File: config.mk
export PLATFORM = sky130hd
export DESIGN_NAME = tmds_gearbox
export DESIGN_NICKNAME = d
export VERILOG_FILES = /design/src/rtl/tmds_gearbox.sv
export SDC_FILE = /design/constraint.sdc
export NUM_CORES = 1
export LEC_CHECK = 0
export ABC_AREA = 1
export CAP_MARGIN = 20
export CORE_ASPECT_RATIO = 0.5
export CORE_MARGIN = 2
export CORE_UTILIZATION = 30
export DETAILED_ROUTE_END_ITERATION = 16
export GPL_TIMING_DRIVEN = 0
export PLACE_DENSITY = 0.65
export REMOVE_ABC_BUFFERS = 1
export SLEW_MARGIN = 30
export SYNTH_ARGS = -nofsm -noshare
export SYNTH_HDL_FRONTEND = slang
export SYNTH_SLANG_ARGS = --single-unit
File: constraint.sdc
create_clock -name clock -period 1.5 [get_ports clock]
set_input_delay 0.3 -clock clock [delete_from_list [all_inputs] [get_ports clock]]
set_output_delay 0.3 -clock clock [all_outputs]
set_load 0.05 [all_outputs]
File: src/rtl/tmds_gearbox.sv
// Symbol-to-slice gearbox for the TMDS serialiser path: splits each CHANNELS-wide
// group of 10-bit symbols into RATIO slices, substituting idle symbols on underflow.
module tmds_gearbox #(
  parameter int                     CHANNELS        = 4,
  parameter int                     SLICE_WIDTH     = 5,
  parameter bit                     MSB_SLICE_FIRST = 1'b1,
  parameter logic [CHANNELS*10-1:0] IDLE_SYMBOLS    = {10'b1111100000, {3{10'b1101010100}}}
) (
  input  logic                            clock,
  input  logic                            resetN,
  input  logic [CHANNELS*10-1:0]          symbolData,
  input  logic                            symbolValid,
  output logic                            symbolReady,
  input  logic                            slip,
  input  logic                            clearCount,
  output logic [CHANNELS*SLICE_WIDTH-1:0] sliceData,
  output logic                            symbolStart,
  output logic                            underflow,
  output logic [15:0]                     underflowCount
);

  localparam int            RATIO = 10 / SLICE_WIDTH;
  localparam int            PW    = (RATIO > 1) ? $clog2(RATIO) : 1;
  localparam logic [PW-1:0] LAST  = PW'(RATIO - 1);

  logic [PW-1:0]                   phase_q, phase_d;
  logic [CHANNELS*10-1:0]          hold_q, hold_d;
  logic [CHANNELS*SLICE_WIDTH-1:0] slice_q, slice_d;
  logic                            start_q, start_d;
  logic                            uf_q, uf_d;
  logic [15:0]                     count_q, count_d;

  // Extract slice idx of every channel in a symbol group, honouring slice order.
  function automatic logic [CHANNELS*SLICE_WIDTH-1:0] pick_slice(
    input logic [CHANNELS*10-1:0] grp,
    input logic [PW-1:0]          idx
  );
    logic [CHANNELS*SLICE_WIDTH-1:0] r;
    logic [9:0]                      sym;
    int                              lo;
    r = '0;
    for (int c = 0; c < CHANNELS; c++) begin
      sym = grp[c*10 +: 10];
      lo  = MSB_SLICE_FIRST ? (10 - SLICE_WIDTH * (int'(idx) + 1)) : (SLICE_WIDTH * int'(idx));
      r[c*SLICE_WIDTH +: SLICE_WIDTH] = SLICE_WIDTH'(sym >> lo);
    end
    return r;
  endfunction

  assign symbolReady = resetN & ~slip & (phase_q == LAST);

  // NOTE: every signal gets a default first so no path leaves a value unassigned (no latches).
  always_comb begin
    phase_d = phase_q;
    hold_d  = hold_q;
    slice_d = slice_q;
    start_d = 1'b0;
    uf_d    = 1'b0;
    count_d = count_q;
    if (!slip) begin
      if (phase_q == LAST) begin
        phase_d = '0;
        start_d = 1'b1;
        if (symbolValid) begin
          hold_d = symbolData;
        end else begin
          hold_d = IDLE_SYMBOLS;
          uf_d   = 1'b1;
          if (count_q != 16'hFFFF) count_d = count_q + 16'd1;
        end
        slice_d = pick_slice(hold_d, '0);
      end else begin
        phase_d = phase_q + 1'b1;
        slice_d = pick_slice(hold_q, phase_d);
      end
    end
    // Clear wins over a coincident underflow increment.
    if (clearCount) count_d = '0;
  end

  // NOTE: state updates use non-blocking assignments; reset is synchronous, sampled on the edge.
  always_ff @(posedge clock) begin
    if (!resetN) begin
      phase_q <= LAST;
      hold_q  <= IDLE_SYMBOLS;
      slice_q <= '0;
      start_q <= 1'b0;
      uf_q    <= 1'b0;
      count_q <= '0;
    end else begin
      phase_q <= phase_d;
      hold_q  <= hold_d;
      slice_q <= slice_d;
      start_q <= start_d;
      uf_q    <= uf_d;
      count_q <= count_d;
    end
  end

  assign sliceData      = slice_q;
  assign symbolStart    = start_q;
  assign underflow      = uf_q;
  assign underflowCount = count_q;

endmodule

==> flow_summary.json <==
{
  "run_status": "completed",
  "tritoncts_num_sinks": 59,
  "fin_cells": 536,
  "timing.slew.headroom": 0.664,
  "worstHoldEndpoint": "hold_q[22]",
  "final_nets": 469,
  "rsz0062_at_grt": "true",
  "min_delay_path_depth": 2,
  "timing_worst_slew_pin_value_ns": 0.506,
  "p_clk_frac": 0.423,
  "min_period_ns": 1.46,
  "routed-wl-met3_um": 255,
  "cp.arrival_ns": 1.16,
  "clk_pin_slew_ns": 0.05,
  "number_of_synthesized_register_bits": 59,
  "final.setup.tns_ns": 0,
  "regToRegStartpoint": "underflowCount[0]",
  "cts.root.buffer_cell": "sky130_fd_sc_hd__clkbuf_16",
  "floorplan.die.width_um": 133,
  "clock-skew-final_ns": 0.00560,
  "total_iterations_of_the_first_detailed_routing_run": 4,
  "gpl.final_weighted_congestion": 0.783,
  "grt_max_degree": 45,
  "syn_inst": 341,
  "first_pass_grt_wire_length_mm": 11.6,
  "worstSetupPathType": "flop to output pin",
  "clock_insertion_delay_worst_skew_ns": 0.32,
  "post-synth-top-area-cell": "sky130_fd_sc_hd__dfxtp_1",
  "die_h_um": 68.5,
  "seq_area_frac_synth": 0.474,
  "number_of_global_route_vias_before_repair": 2399,
  "timing.hold.worst.start": "resetN",
  "power_per_cell_area_nw_per_um2": 1060,
  "finish.instance_area_sq_um": 3760,
  "floorplan.core_area_sq_um": 8030,
  "worstSetupEndpointType": "output pin",
  "clk_path_buf_depth": 2,
  "switching_share": 0.264,
  "antenna_violating_nets_post_route": 0,
  "hp-class": "primary input to flop",
  "drtIter0Drc": 182,
  "start_kind": "flop",
  "cell_internal_pwr_uw": 2950,
  "r2r-end": "underflowCount[3]",
  "final_util": 0.469,
  "netlist.area_leader.share": 0.474,
  "max_clock_freq_mhz": 686,
  "postPlaceCellArea_sq_um": 3400,
  "viasPerCell": 4.63,
  "share_seq_of_total_power": 0.422,
  "design.die.area_sq_um": 9100,
  "grtUsageTotal": 0.166,
  "crit_path_max_fanout": 13,
  "number_of_antenna_violations_at_the_first_check_in_global_routing": 0,
  "top_signal_layer_used": "met4",
  "yosys-top-cells-area": "sky130_fd_sc_hd__dfxtp_1 47%, sky130_fd_sc_hd__nand2_1 14%, sky130_fd_sc_hd__a21oi_1 6.8%",
  "clock_tree_from_tritoncts": "built",
  "post_synth_instance_area_sq_um": 2490,
  "wl_met1_mm": 3.30,
  "routed-via-count": 2479,
  "number_of_cells_after_detailed_placement": 518,
  "drv.max_cap_violation_count": 0,
  "area_growth_pct": 51.1,
  "power.combinational.fraction": 0.155,
  "detail_route.wirelength_mm": 7.12,
  "report.final.hold_viol_count": 0,
  "reg2regPathDepth": 8,
  "post_cts_hold_buffer_count": 0,
  "yosysWarningCount": 0,
  "floorplan.rows": 23,
  "switching_power_uw": 1060,
  "ir_worst_vdd_uv": 525,
  "cts_buffers": 9,
  "slew_viol_final": 0,
  "static-leakage-power_uw": 0.00137,
  "final_hpwl_dp_mm": 4.44,
  "portBuffers": 83,
  "num_io_pins": 84,
  "hold_ws_ns": 0.315,
  "final_min_period_over_clock_period": 0.972,
  "detailroute.wirelength.met2_mm": 3.53,
  "setup-violations-final": 0,
  "cts-htree-levels": 3,
  "cp.required_ns": 1.20,
  "timing.reg2reg.setup_slack_ns": 0.10,
  "floorplan.initialDensity": 0.310,
  "syn_area_per_cell_sq_um": 7.31,
  "num_antenna_cells": 0,
  "yosysUniqueCellTypes": 24,
  "share_of_layout_cells_above_drive_strength_1": 0.167,
  "drt_drc_violations_left": 0,
  "avgRoutedWirePerCell_um": 13.3,
  "globalRoute.totalOverflow": 0
}
area by class of cell:
type	count	area, sq um
Clock inverter	1	5.00
Inverter	20	88.8
Multi-Input combinational cell	244	1250
Sequential cell	59	1190
Fill cell	819	4260
Tap cell	112	140
Timing Repair Buffer	88	853
Clock buffer	11	233
Timing Repair inverter	1	5.00
layer usage:
layer	vias up	GRT usage
met5	-	0
met1	1138	0.194
met3	4	0.0570
met4	0	0.0524
li1	1293	-
met2	44	0.295
per-stage QoR:
stage                     setup WS [ns]  power, uW
after global routing            -0.0185       4200
final                            0.0415       4010
after global placement            -2.65       2310
after floorplan                  -0.598       2030
after detailed placement          -2.71       2320
after CTS                        -0.183       4050
cell usage in the layout (no fill, tap or decap), types with 2 or more instances in the layout:
| cell | n |
|---|---|
| sky130_fd_sc_hd__buf_8 | 3 |
| sky130_fd_sc_hd__buf_4 | 3 |
| sky130_fd_sc_hd__a21oi_1 | 34 |
| sky130_fd_sc_hd__o21ai_1 | 9 |
| sky130_fd_sc_hd__clkdlybuf4s50_1 | 41 |
| sky130_fd_sc_hd__nor2_1 | 26 |
| sky130_fd_sc_hd__clkbuf_16 | 9 |
| sky130_fd_sc_hd__nand3_1 | 15 |
| sky130_fd_sc_hd__dfxtp_2 | 4 |
| sky130_fd_sc_hd__clkbuf_1 | 2 |
| sky130_fd_sc_hd__nor2_4 | 5 |
| sky130_fd_sc_hd__nand2_4 | 4 |
| sky130_fd_sc_hd__dfxtp_1 | 53 |
| sky130_fd_sc_hd__nand2_2 | 2 |
| sky130_fd_sc_hd__dlygate4sd2_1 | 2 |
| sky130_fd_sc_hd__nand3_2 | 2 |
| sky130_fd_sc_hd__nand2_8 | 2 |
| sky130_fd_sc_hd__dfxtp_4 | 2 |
| sky130_fd_sc_hd__a22oi_1 | 14 |
| sky130_fd_sc_hd__clkdlybuf4s15_2 | 14 |
| sky130_fd_sc_hd__nand2_1 | 91 |
| sky130_fd_sc_hd__inv_1 | 17 |
| sky130_fd_sc_hd__nor3_1 | 2 |
| sky130_fd_sc_hd__o21ai_0 | 25 |
| sky130_fd_sc_hd__a31oi_1 | 5 |
| sky130_fd_sc_hd__clkdlybuf4s15_1 | 13 |
| sky130_fd_sc_hd__clkbuf_2 | 9 |
| sky130_fd_sc_hd__nor2_2 | 4 |
Yosys cell counts (all sizes together):
cell	n
a22oi	14
a21oi	34
o211ai	1
o21ai	34
a31oi	5
nor2	35
ha	1
dfxtp	59
nand2	97
clkbuf	10
nand4	1
nor3	2
nand3	17
buf	10
inv	20
nand3b	1
critical path, cell delays in order (launching register included):
cell and delay, ns:
sky130_fd_sc_hd__dfxtp_4 0.40, sky130_fd_sc_hd__nand2_8 0.13, sky130_fd_sc_hd__nor2_4 0.14, sky130_fd_sc_hd__buf_8 0.16
what timing repair did:
item | CTS | global route
setup endpoints to repair | 98 | 39
gates cloned | 1 | 2
resized for setup | 109 | 41
setup buffers | 2 | 1
pin swaps | 1 | 5
flip-flops by register name, summed over array words and instances (netlist names):
| signal | flops |
|---|---|
| underflow | 1 |
| hold_q | 20 |
| symbolStart | 1 |
| underflowCount | 16 |
| phase_q | 1 |
| sliceData | 20 |
worst max-delay path by stage:
stage                     startpoint            end  slack (ns)
after floorplan              phase_q  sliceData[11]       -0.60
after global placement          slip    symbolReady       -2.65
after detailed placement        slip    symbolReady       -2.71
after CTS                     resetN    symbolReady       -0.18
after global routing         phase_q    symbolReady       -0.02
final                        phase_q    symbolReady        0.04
power groups by stage:
stage	sequential [uW]	clock [uW]	combinational [uW]
after global placement	1710	0	595
after CTS	1690	1750	609
after global routing	1700	1830	676
after floorplan	1860	0	169
after detailed placement	1710	0	609
final	1690	1700	621
cell families (layout without fill, tap and decap cells):
| group | Yosys count | after routing | synth area share |
|---|---|---|---|
| AO/OA/AOI/OAI | 88 | 88 | 0.194 |
| adder cells (fa/ha/maj) | 1 | 1 | 0.00502 |
| buffers and inverters | 40 | 121 | 0.0703 |
| flip-flops | 59 | 59 | 0.474 |
| AND/OR/NAND/NOR | 153 | 155 | 0.257 |
Power figures use the tool's default switching activity.
